===== config.mk =====
export PLATFORM = sky130hd
export DESIGN_NAME = pwm_preconditioner
export DESIGN_NICKNAME = d
export VERILOG_FILES = /design/src/rtl/pwm_preconditioner.sv
export SDC_FILE = /design/constraint.sdc
export NUM_CORES = 1
export LEC_CHECK = 0
export CAP_MARGIN = 20
export CORE_UTILIZATION = 60
export DETAILED_ROUTE_END_ITERATION = 8
export PLACE_DENSITY = 0.82
export REMOVE_ABC_BUFFERS = 1
export SLEW_MARGIN = 20
export SYNTH_ARGS = -nofsm -noshare
export SYNTH_HDL_FRONTEND = slang
export SYNTH_SLANG_ARGS = --single-unit
export TNS_END_PERCENT = 100

===== constraint.sdc =====
create_clock -name CLK -period 3.4 [get_ports CLK]
set_input_delay 1.02 -clock CLK [delete_from_list [all_inputs] [get_ports CLK]]
set_output_delay 1.02 -clock CLK [all_outputs]
set_load 0.05 [all_outputs]

===== src/rtl/pwm_preconditioner.sv =====
// Streaming preconditioner: turns (DUTY, PHASE, CYCLE) samples into wrapped
// RISE/FALL edge pairs plus a transducer address for the per-channel edge buffers.
module pwm_preconditioner #(
  parameter  int unsigned WIDTH = 13,
  parameter  int unsigned DEPTH = 249,
  localparam int unsigned AW    = (DEPTH > 1) ? $clog2(DEPTH) : 1
) (
  input  logic             CLK,
  input  logic             RST_N,
  input  logic             START,
  input  logic             IN_VALID,
  input  logic [WIDTH-1:0] DUTY,
  input  logic [WIDTH-1:0] PHASE,
  input  logic [WIDTH-1:0] CYCLE,
  output logic             OUT_VALID,
  output logic [AW-1:0]    ADDR,
  output logic [WIDTH-1:0] RISE,
  output logic [WIDTH-1:0] FALL,
  output logic             DONE
);

  localparam logic [AW-1:0] LAST_ADDR = AW'(DEPTH - 1);

  // Stage 1: clamped duty, reduced phase, split halves
  logic             v1_q, v1_d;
  logic [WIDTH-1:0] d1_q, d1_d;
  logic [WIDTH-1:0] h1_q, h1_d;
  logic [WIDTH-1:0] g1_q, g1_d;
  logic [WIDTH-1:0] p1_q, p1_d;
  logic [WIDTH-1:0] c1_q, c1_d;

  // Stage 2: unwrapped edges and special-case flags
  logic             v2_q, v2_d;
  logic [WIDTH-1:0] rr2_q, rr2_d;
  logic [WIDTH:0]   ff2_q, ff2_d;
  logic [WIDTH-1:0] c2_q, c2_d;
  logic             zero2_q, zero2_d;
  logic             full2_q, full2_d;

  // Stage 3: registered outputs and frame address counter
  logic             out_valid_q, out_valid_d;
  logic [AW-1:0]    addr_q, addr_d;
  logic [WIDTH-1:0] rise_q, rise_d;
  logic [WIDTH-1:0] fall_q, fall_d;
  logic             done_q, done_d;
  logic [AW-1:0]    addr_cnt_q, addr_cnt_d;

  logic [WIDTH-1:0] duty_sat;
  logic [WIDTH-1:0] phase_red;
  logic [WIDTH-1:0] half_lo;
  logic [WIDTH:0]   ff_sub;
  logic [WIDTH-1:0] fall_wrap;

  always_comb begin
    duty_sat  = (DUTY > CYCLE) ? CYCLE : DUTY;
    phase_red = (PHASE >= CYCLE) ? PHASE - CYCLE : PHASE;
    half_lo   = duty_sat >> 1;

    // A START flushes in-flight samples but still admits the coincident input
    v1_d = IN_VALID;
    d1_d = IN_VALID ? duty_sat           : d1_q;
    h1_d = IN_VALID ? half_lo            : h1_q;
    g1_d = IN_VALID ? duty_sat - half_lo : g1_q;
    p1_d = IN_VALID ? phase_red          : p1_q;
    c1_d = IN_VALID ? CYCLE              : c1_q;
  end

  always_comb begin
    v2_d    = v1_q && !START;
    rr2_d   = rr2_q;
    ff2_d   = ff2_q;
    c2_d    = c2_q;
    zero2_d = zero2_q;
    full2_d = full2_q;
    if (v1_q) begin
      // p - h wrapped into [0, CYCLE); h - p < CYCLE so WIDTH bits suffice
      rr2_d   = (p1_q < h1_q) ? c1_q - (h1_q - p1_q) : p1_q - h1_q;
      ff2_d   = {1'b0, p1_q} + {1'b0, g1_q};
      c2_d    = c1_q;
      zero2_d = (d1_q == '0);
      full2_d = (d1_q == c1_q);
    end
  end

  always_comb begin
    // ff < 2*CYCLE, so the borrow of ff - CYCLE alone selects the wrap
    ff_sub    = ff2_q - {1'b0, c2_q};
    fall_wrap = ff_sub[WIDTH] ? ff2_q[WIDTH-1:0] : ff_sub[WIDTH-1:0];

    out_valid_d = v2_q && !START;
    rise_d      = rise_q;
    fall_d      = fall_q;
    addr_d      = addr_q;
    done_d      = out_valid_d && (addr_cnt_q == LAST_ADDR);
    if (out_valid_d) begin
      addr_d = addr_cnt_q;
      if (zero2_q) begin
        rise_d = '0;
        fall_d = '0;
      end else if (full2_q) begin
        rise_d = '0;
        fall_d = c2_q;
      end else begin
        rise_d = rr2_q;
        fall_d = fall_wrap;
      end
    end

    addr_cnt_d = addr_cnt_q;
    if (START) begin
      addr_cnt_d = '0;
    end else if (v2_q) begin
      addr_cnt_d = (addr_cnt_q == LAST_ADDR) ? '0 : addr_cnt_q + AW'(1);
    end
  end

  always_ff @(posedge CLK or negedge RST_N) begin
    if (!RST_N) begin
      v1_q        <= 1'b0;
      d1_q        <= '0;
      h1_q        <= '0;
      g1_q        <= '0;
      p1_q        <= '0;
      c1_q        <= '0;
      v2_q        <= 1'b0;
      rr2_q       <= '0;
      ff2_q       <= '0;
      c2_q        <= '0;
      zero2_q     <= 1'b0;
      full2_q     <= 1'b0;
      out_valid_q <= 1'b0;
      addr_q      <= '0;
      rise_q      <= '0;
      fall_q      <= '0;
      done_q      <= 1'b0;
      addr_cnt_q  <= '0;
    end else begin
      v1_q        <= v1_d;
      d1_q        <= d1_d;
      h1_q        <= h1_d;
      g1_q        <= g1_d;
      p1_q        <= p1_d;
      c1_q        <= c1_d;
      v2_q        <= v2_d;
      rr2_q       <= rr2_d;
      ff2_q       <= ff2_d;
      c2_q        <= c2_d;
      zero2_q     <= zero2_d;
      full2_q     <= full2_d;
      out_valid_q <= out_valid_d;
      addr_q      <= addr_d;
      rise_q      <= rise_d;
      fall_q      <= fall_d;
      done_q      <= done_d;
      addr_cnt_q  <= addr_cnt_d;
    end
  end

  assign OUT_VALID = out_valid_q;
  assign ADDR      = addr_q;
  assign RISE      = rise_q;
  assign FALL      = fall_q;
  assign DONE      = done_q;

endmodule

==> results.cfg, run 1 <==
[route]
firstDrtPassIters = 7
postRouteWirelength_mm = 36.6
viasPerCell = 6.47
drt_iter0_markers = 1144
wire_per_inst_um = 21.9
drc = 0
ant_nets = 0
vias = 10800

[clock_network]
cts_buffers = 17
clkTransAtPathRegs_ns = 0.07
clk_path_buf_depth = 2
cts.sinks = 140
clk_latency_ns = 0.44
htree_levels = 4
cts_tree = done
cts_root_buf = clkbuf_16

[worst_setup_path]
cp_top_family = compound AO/OA/AOI/OAI gates
r2r_setup_slack_ns = 0.03
slowest_stage = and3_4
worst_r2r_path_depth = 14
start_kind = input port
endpoint_kind = register
crit_arrival_ns = 4.67
cp_max_fo = 5
path_common_cell = buf_6
path_buf_inv = 9
path_depth = 25
required_ns = 3.69
critical_path_class = in2reg
critical_path.max_stage_delay_ns = 0.24

[run_status]
violations = negative setup slack
outcome = finished, violations left

[floorplan]
coreArea_sq_mm = 0.0166
num_io_pins = 79
fp.dieH_um = 132
die-area_sq_mm = 0.0175
row_count = 47
die_w_um = 132
initial_core_util_pct = 61.3

[global_routing]
grt_pass1_wl_mm = 51.5
gr-total-overflow = 0
grt.total_usage_pct = 37.8
grt_pass1_vias = 10100
antenna_found_initial = 0
grt_start_max_net_pins = 96

[pwr]
ir_worst_vdd_uv = 449
p_leak_nw = 6.67
power.density_mw_per_mm2 = 705
finalPower_mw = 9.90

[sta]
hold_violations = 0
finalSetupTns_ns = -7.76
skew_ns = 0.0138
layout_min_cycle_time_ns = 4.38
fmaxAchievable_mhz = 229
min_period_over_period_pct = 129
setup_viol = 18
fin_ws_ns = -0.975
grt_setup_unrepaired = yes
slew_headroom_pct = 25.7
worst_slew_pin_slew_ns = 1.11
drv_slew = 0
fin_hold_ws_ns = 0.473

[placed_design]
numPlacedInstances = 1578
io_buffer_count = 78
dp_slack_ns = -1.62
routabilityCongestion = 0.962
hpwl_mm = 21.8

[synth]
synth_area_per_cell_sq_um = 8.73
yosysSeqAreaShare_pct = 34.5
syn_area_sq_mm = 0.0102
yosysWarnings = 0
synth-edff-count = 0
synthCells = 1164
async_reset_ff_share_pct = 100
synth_cell_types = 73
synth-seq-cells = 140
ys.flop_type = dfrtp_1

[layout]
antenna_cells = 0
num-fill-cells = 884
nNetsFinal = 1589
final_cells = 1673
syn_to_final_growth_pct = 38.1
drive_gt1_share_pct = 28.4

[hold_path]
whs_path_depth = 2
hold_path_class = reg2reg

[run]
drv_cap = 0
## worst min-delay path, delay by kind of cell (launching register included)
kind | cells | cell delay (ns)
flip-flops | 1 | 0.34
AND/OR/NAND/NOR | 2 | 0.10
## synth_stat cells (5+ instances only)
| cell type | number | area (sq um) |
|---|---|---|
| a21o_1 | 16 | 120 |
| o31a_1 | 6 | 52.6 |
| nor2_1 | 101 | 379 |
| a31oi_1 | 12 | 75.1 |
| a32o_1 | 9 | 90.1 |
| mux2i_1 | 25 | 250 |
| mux2_2 | 14 | 158 |
| o21ai_0 | 85 | 425 |
| o21ai_1 | 7 | 35.0 |
| nand2_1 | 103 | 387 |
| o211ai_1 | 6 | 45.0 |
| and3_1 | 7 | 43.8 |
| inv_1 | 138 | 518 |
| dfrtp_1 | 140 | 3500 |
| nand3_1 | 26 | 130 |
| nor3_1 | 32 | 160 |
| a21boi_0 | 10 | 75.1 |
| xor2_1 | 13 | 114 |
| o21a_1 | 16 | 120 |
| or3_1 | 8 | 50.1 |
| ha_1 | 90 | 1130 |
| fa_1 | 16 | 320 |
| or2_2 | 7 | 43.8 |
| o31ai_1 | 10 | 75.1 |
| a22o_1 | 14 | 123 |
| xnor2_1 | 37 | 324 |
| a21oi_1 | 79 | 395 |
| clkbuf_1 | 28 | 105 |
| a211oi_1 | 5 | 37.5 |
| nor2b_1 | 10 | 62.6 |
| nand4_1 | 8 | 50.1 |
| o2111ai_1 | 6 | 52.6 |
## state kept, by name, summed over array words and instances (netlist names)
name and cells:
v1_q 1, DONE 1, full2_q 1, c2_q 13, v2_q 1, d1_q 13, rr2_q 13, p1_q 13
c1_q 13, addr_cnt_q 8, FALL 13, zero2_q 1, OUT_VALID 1, ff2_q 14, g1_q 13, RISE 13
ADDR 8
## metrics by stage
stage          utilization (%)  instance area, sq um
2_1_floorplan                -                 10000
3_3_place_gp              73.8                 12200
3_5_place_dp              73.8                 12200
4_1_cts                   81.3                 13500
5_1_grt                   84.6                 14000
6_report                  84.6                 14000
## worst paths after layout
check | start | endpoint
worst max-delay path | CYCLE[10] | g1_q[11]
worst min-delay path | ADDR[5] | ADDR[5]
min in group asynchronous | RST_N | g1_q[5]
worst min register to register | ADDR[5] | ADDR[5]
worst max register to register | d1_q[2] | rr2_q[11]
max in group asynchronous | RST_N | v1_q
## repair_timing
| action | in CTS | in global routing |
|---|---|---|
| hold buffers | 0 | 0 |
| gates cloned | 1 | 1 |
| endpoints found under the setup margin | 25 | 34 |
| setup buffers | 37 | 34 |
| pin swaps | 57 | 60 |
| resized for setup | 203 | 93 |
## layer usage
| layer | global-route usage, % | wire length (um) | vias up |
|---|---|---|---|
| met4 | 23.0 | 2950 | 0 |
| met2 | 64.1 | 17200 | 774 |
| li1 | - | - | 4669 |
| met3 | 5.61 | 3200 | 262 |
| met5 | 0 | 0 | - |
| met1 | 45.5 | 13200 | 5117 |
## power by group
group	switching, mW	internal (mW)
Clock	0.791	1.17
Sequential	0.380	2.09
Combinational	2.99	2.48
Total	4.16	5.73
## layout make-up
class / count / area (sq um) / share of cell area [%]
tap: 220 / 275 / 1.96
sequential: 140 / 3500 / 25.0
timing repair buffer: 292 / 2460 / 17.6
inverter: 139 / 542 / 3.86
multi-input combinational: 850 / 6630 / 47.3
clock inverter: 15 / 186 / 1.33
clock buffer: 17 / 425 / 3.03
## cells by family after synthesis
kind of cell	synth area share, %
flip-flops	34.5
XOR/XNOR	4.31
multiplexers	4.01
AND/OR/NAND/NOR	14.8
adder cells (fa/ha/maj)	14.2
AO/OA/AOI/OAI	21.6
buffers and inverters	6.55
## cells in the final DEF (no fill, tap or decap), types with 35 or more instances in the layout
cell | Yosys | final
ha_1 | 90 | 72
inv_1 | 138 | 123
a21oi_1 | 79 | 59
dfrtp_1 | 140 | 139
o21ai_0 | 85 | 68
clkdlybuf4s50_1 | 0 | 47
buf_4 | 1 | 196
xnor2_1 | 37 | 35
nor2_1 | 101 | 97
nand2_1 | 103 | 102
Note: power is estimated with default switching activity, not from simulation.
==> run 2, diff against run 1 <==
==> constraint.sdc (replaced) <==
create_clock -name CLK -period 3.4 [get_ports CLK]
set_input_delay 0.68 -clock CLK [delete_from_list [all_inputs] [get_ports CLK]]
set_output_delay 0.68 -clock CLK [all_outputs]
set_load 0.05 [all_outputs]
==> run 2 against run 1 <==
The run still ends with negative setup slack left; sequential share of layout area grew 0.36 points; combinational power decreased by 4.9%; worst setup slack improved by 0.40 ns; wire length decreased by 4.8%; critical path depth decreased by 2; global-route usage decreased by 1.4 points; non-clock buffer count decreased by 11; count of clock-buffer cells in the layout rose by 1; sequential power hardly changed; critical path type unchanged; largest cell class unchanged.
==> results.cfg, run 2 (synthesized netlist as in run 1, its figures left out) <==
[worst_setup_path]
worst_r2r_path_depth = 14
path_depth = 23
slowest_stage = o31a_1
endpoint_kind = register
path_common_cell = ha_4
cp_top_family = compound AO/OA/AOI/OAI gates
crit_arrival_ns = 4.31
critical_path.max_stage_delay_ns = 0.32
required_ns = 3.74
critical_path_class = in2reg
cp_cell_sequence = buf_6 -> inv_4 -> ha_4 -> buf_4 -> and3_4 -> o21ai_4 -> and3_4 -> a21oi_4 -> buf_6 -> a21oi_4 -> ha_4 -> inv_2 -> ha_4 -> nor2_2 -> nor2_1 -> nor3_1 -> o21ai_1 -> o311a_1 -> o211ai_2 -> a211oi_2 -> o31a_1 -> o21a_1 -> o31ai_2
start_kind = input port
cp_max_fo = 4
path_buf_inv = 5

[clock_network]
cts_root_buf = clkbuf_16
cts_tree = done
clkTransAtPathRegs_ns = 0.06
cts.sinks = 140
htree_levels = 4
clk_path_buf_depth = 2
cts_buffers = 17
hold_buffers = 0
clk_latency_ns = 0.43

[layout]
final_common_cell = buf_4
final_cell_mix = buf_4, dfrtp_1, inv_1
regMostFlops = ff2_q
multi_input_area_sq_mm = 0.00657
num-fill-cells = 923
largest_register_ffs = 14
seq_area_sq_mm = 0.00350
syn_to_final_growth_pct = 36.1
nNetsFinal = 1578
antenna_cells = 0
drive_gt1_share_pct = 26.0

[run]
drv_cap = 0

[sta]
layout_min_cycle_time_ns = 3.97
hold_violations = 0
worst_slew_pin_slew_ns = 0.734
fin_ws_ns = -0.574
drv_slew = 0
fmaxAchievable_mhz = 252
skew_ns = 0.00984
min_period_over_period_pct = 117
setup_viol = 19
slew_headroom_pct = 51.1
grt_setup_unrepaired = yes

[pwr]
ir_worst_vdd_uv = 415
p_leak_nw = 6.58
power.density_mw_per_mm2 = 696
finalPower_mw = 9.63

[route]
postRouteWirelength_mm = 34.9
drt_iter0_markers = 852
vias = 10500
ant_nets = 0
firstDrtPassIters = 7
wire_per_inst_um = 21.0
viasPerCell = 6.33
drc = 0

[global_routing]
grt_start_max_net_pins = 96
antenna_found_initial = 0
grt_pass1_wl_mm = 49.4
grt.total_usage_pct = 36.4
gr-total-overflow = 0
grt_pass1_vias = 9628

[floorplan]
row_count = 47
initial_core_util_pct = 61.3
num_io_pins = 79
fp.dieH_um = 132
coreArea_sq_mm = 0.0166
die-area_sq_mm = 0.0175
die_w_um = 132

[hold_path]
hold_path_class = in2async

[placed_design]
hpwl_mm = 21.4
io_buffer_count = 78
routabilityCongestion = 0.951
dp_slack_ns = -1.32

[run_status]
outcome = finished, violations left
violations = negative setup slack
[run 2: changes by cell type in the layout (fill, tap and decap cells not counted), sizes merged]
cell	change
dlygate4sd2	-3
clkdlybuf4s50	+4
clkinvlp	-2
inv	+1
dlymetal6s2s	-1
clkbuf	+3
buf	-16
clkdlybuf4s15	+3
[run 2: area by class of cell]
class / count / area share [%]
Clock buffer: 18 / 3.18
Clock inverter: 14 / 1.31
Inverter: 139 / 3.88
Multi-Input combinational cell: 850 / 47.5
Sequential cell: 140 / 25.3
Tap cell: 220 / 1.99
Timing Repair Buffer: 281 / 16.8
[run 2: worst paths after layout]
path                                 from   endpoint  slack (ns)
worst min-delay path                RST_N    g1_q[7]        0.18
min in group CLK                  ADDR[5]    ADDR[5]        0.48
max in group asynchronous           RST_N       v1_q        2.43
worst min register to register    ADDR[5]    ADDR[5]        0.48
worst max-delay path            CYCLE[11]   g1_q[12]       -0.57
worst max register to register    d1_q[2]  rr2_q[10]        0.13
[run 2: what timing repair did]
item	CTS	global route
pin swaps	57	46
gates cloned	0	2
resized for setup	177	66
endpoints found under the setup margin	11	33
buffers inserted	47	15
[run 2: per-layer routing]
| metal | vias to the layer above | routed length [um] | track usage (%) |
|---|---|---|---|
| li1 | 4653 | - | - |
| met1 | 4910 | 12900 | 45.1 |
| met2 | 705 | 16100 | 59.6 |
| met3 | 247 | 3030 | 6.27 |
| met4 | 0 | 2880 | 22.5 |
| met5 | - | 0 | 0 |
[run 2: stage by stage]
stage               TNS (ns)  hold WS [ns]  instance area, sq um  cells  util [%]
detailed placement    -15.10         0.466                 12100   1567      73.3
global placement      -13.00         0.456                 12100   1567      73.3
global route           -4.20         0.204                 13800   1662      83.4
CTS                   -0.404         0.187                 13400   1645      81.1
floorplan              -3.79         0.384                 10000   1129         -
finish                 -2.84         0.179                 13800   1662      83.4
[run 2: where the power goes]
group          total, mW  switching [mW]  leakage, nW  internal (mW)
clock network       1.96           0.770        0.303           1.19
registers           2.47           0.379         1.71           2.09
logic               5.20            2.83         4.57           2.37
total               9.63            3.98         6.58           5.65
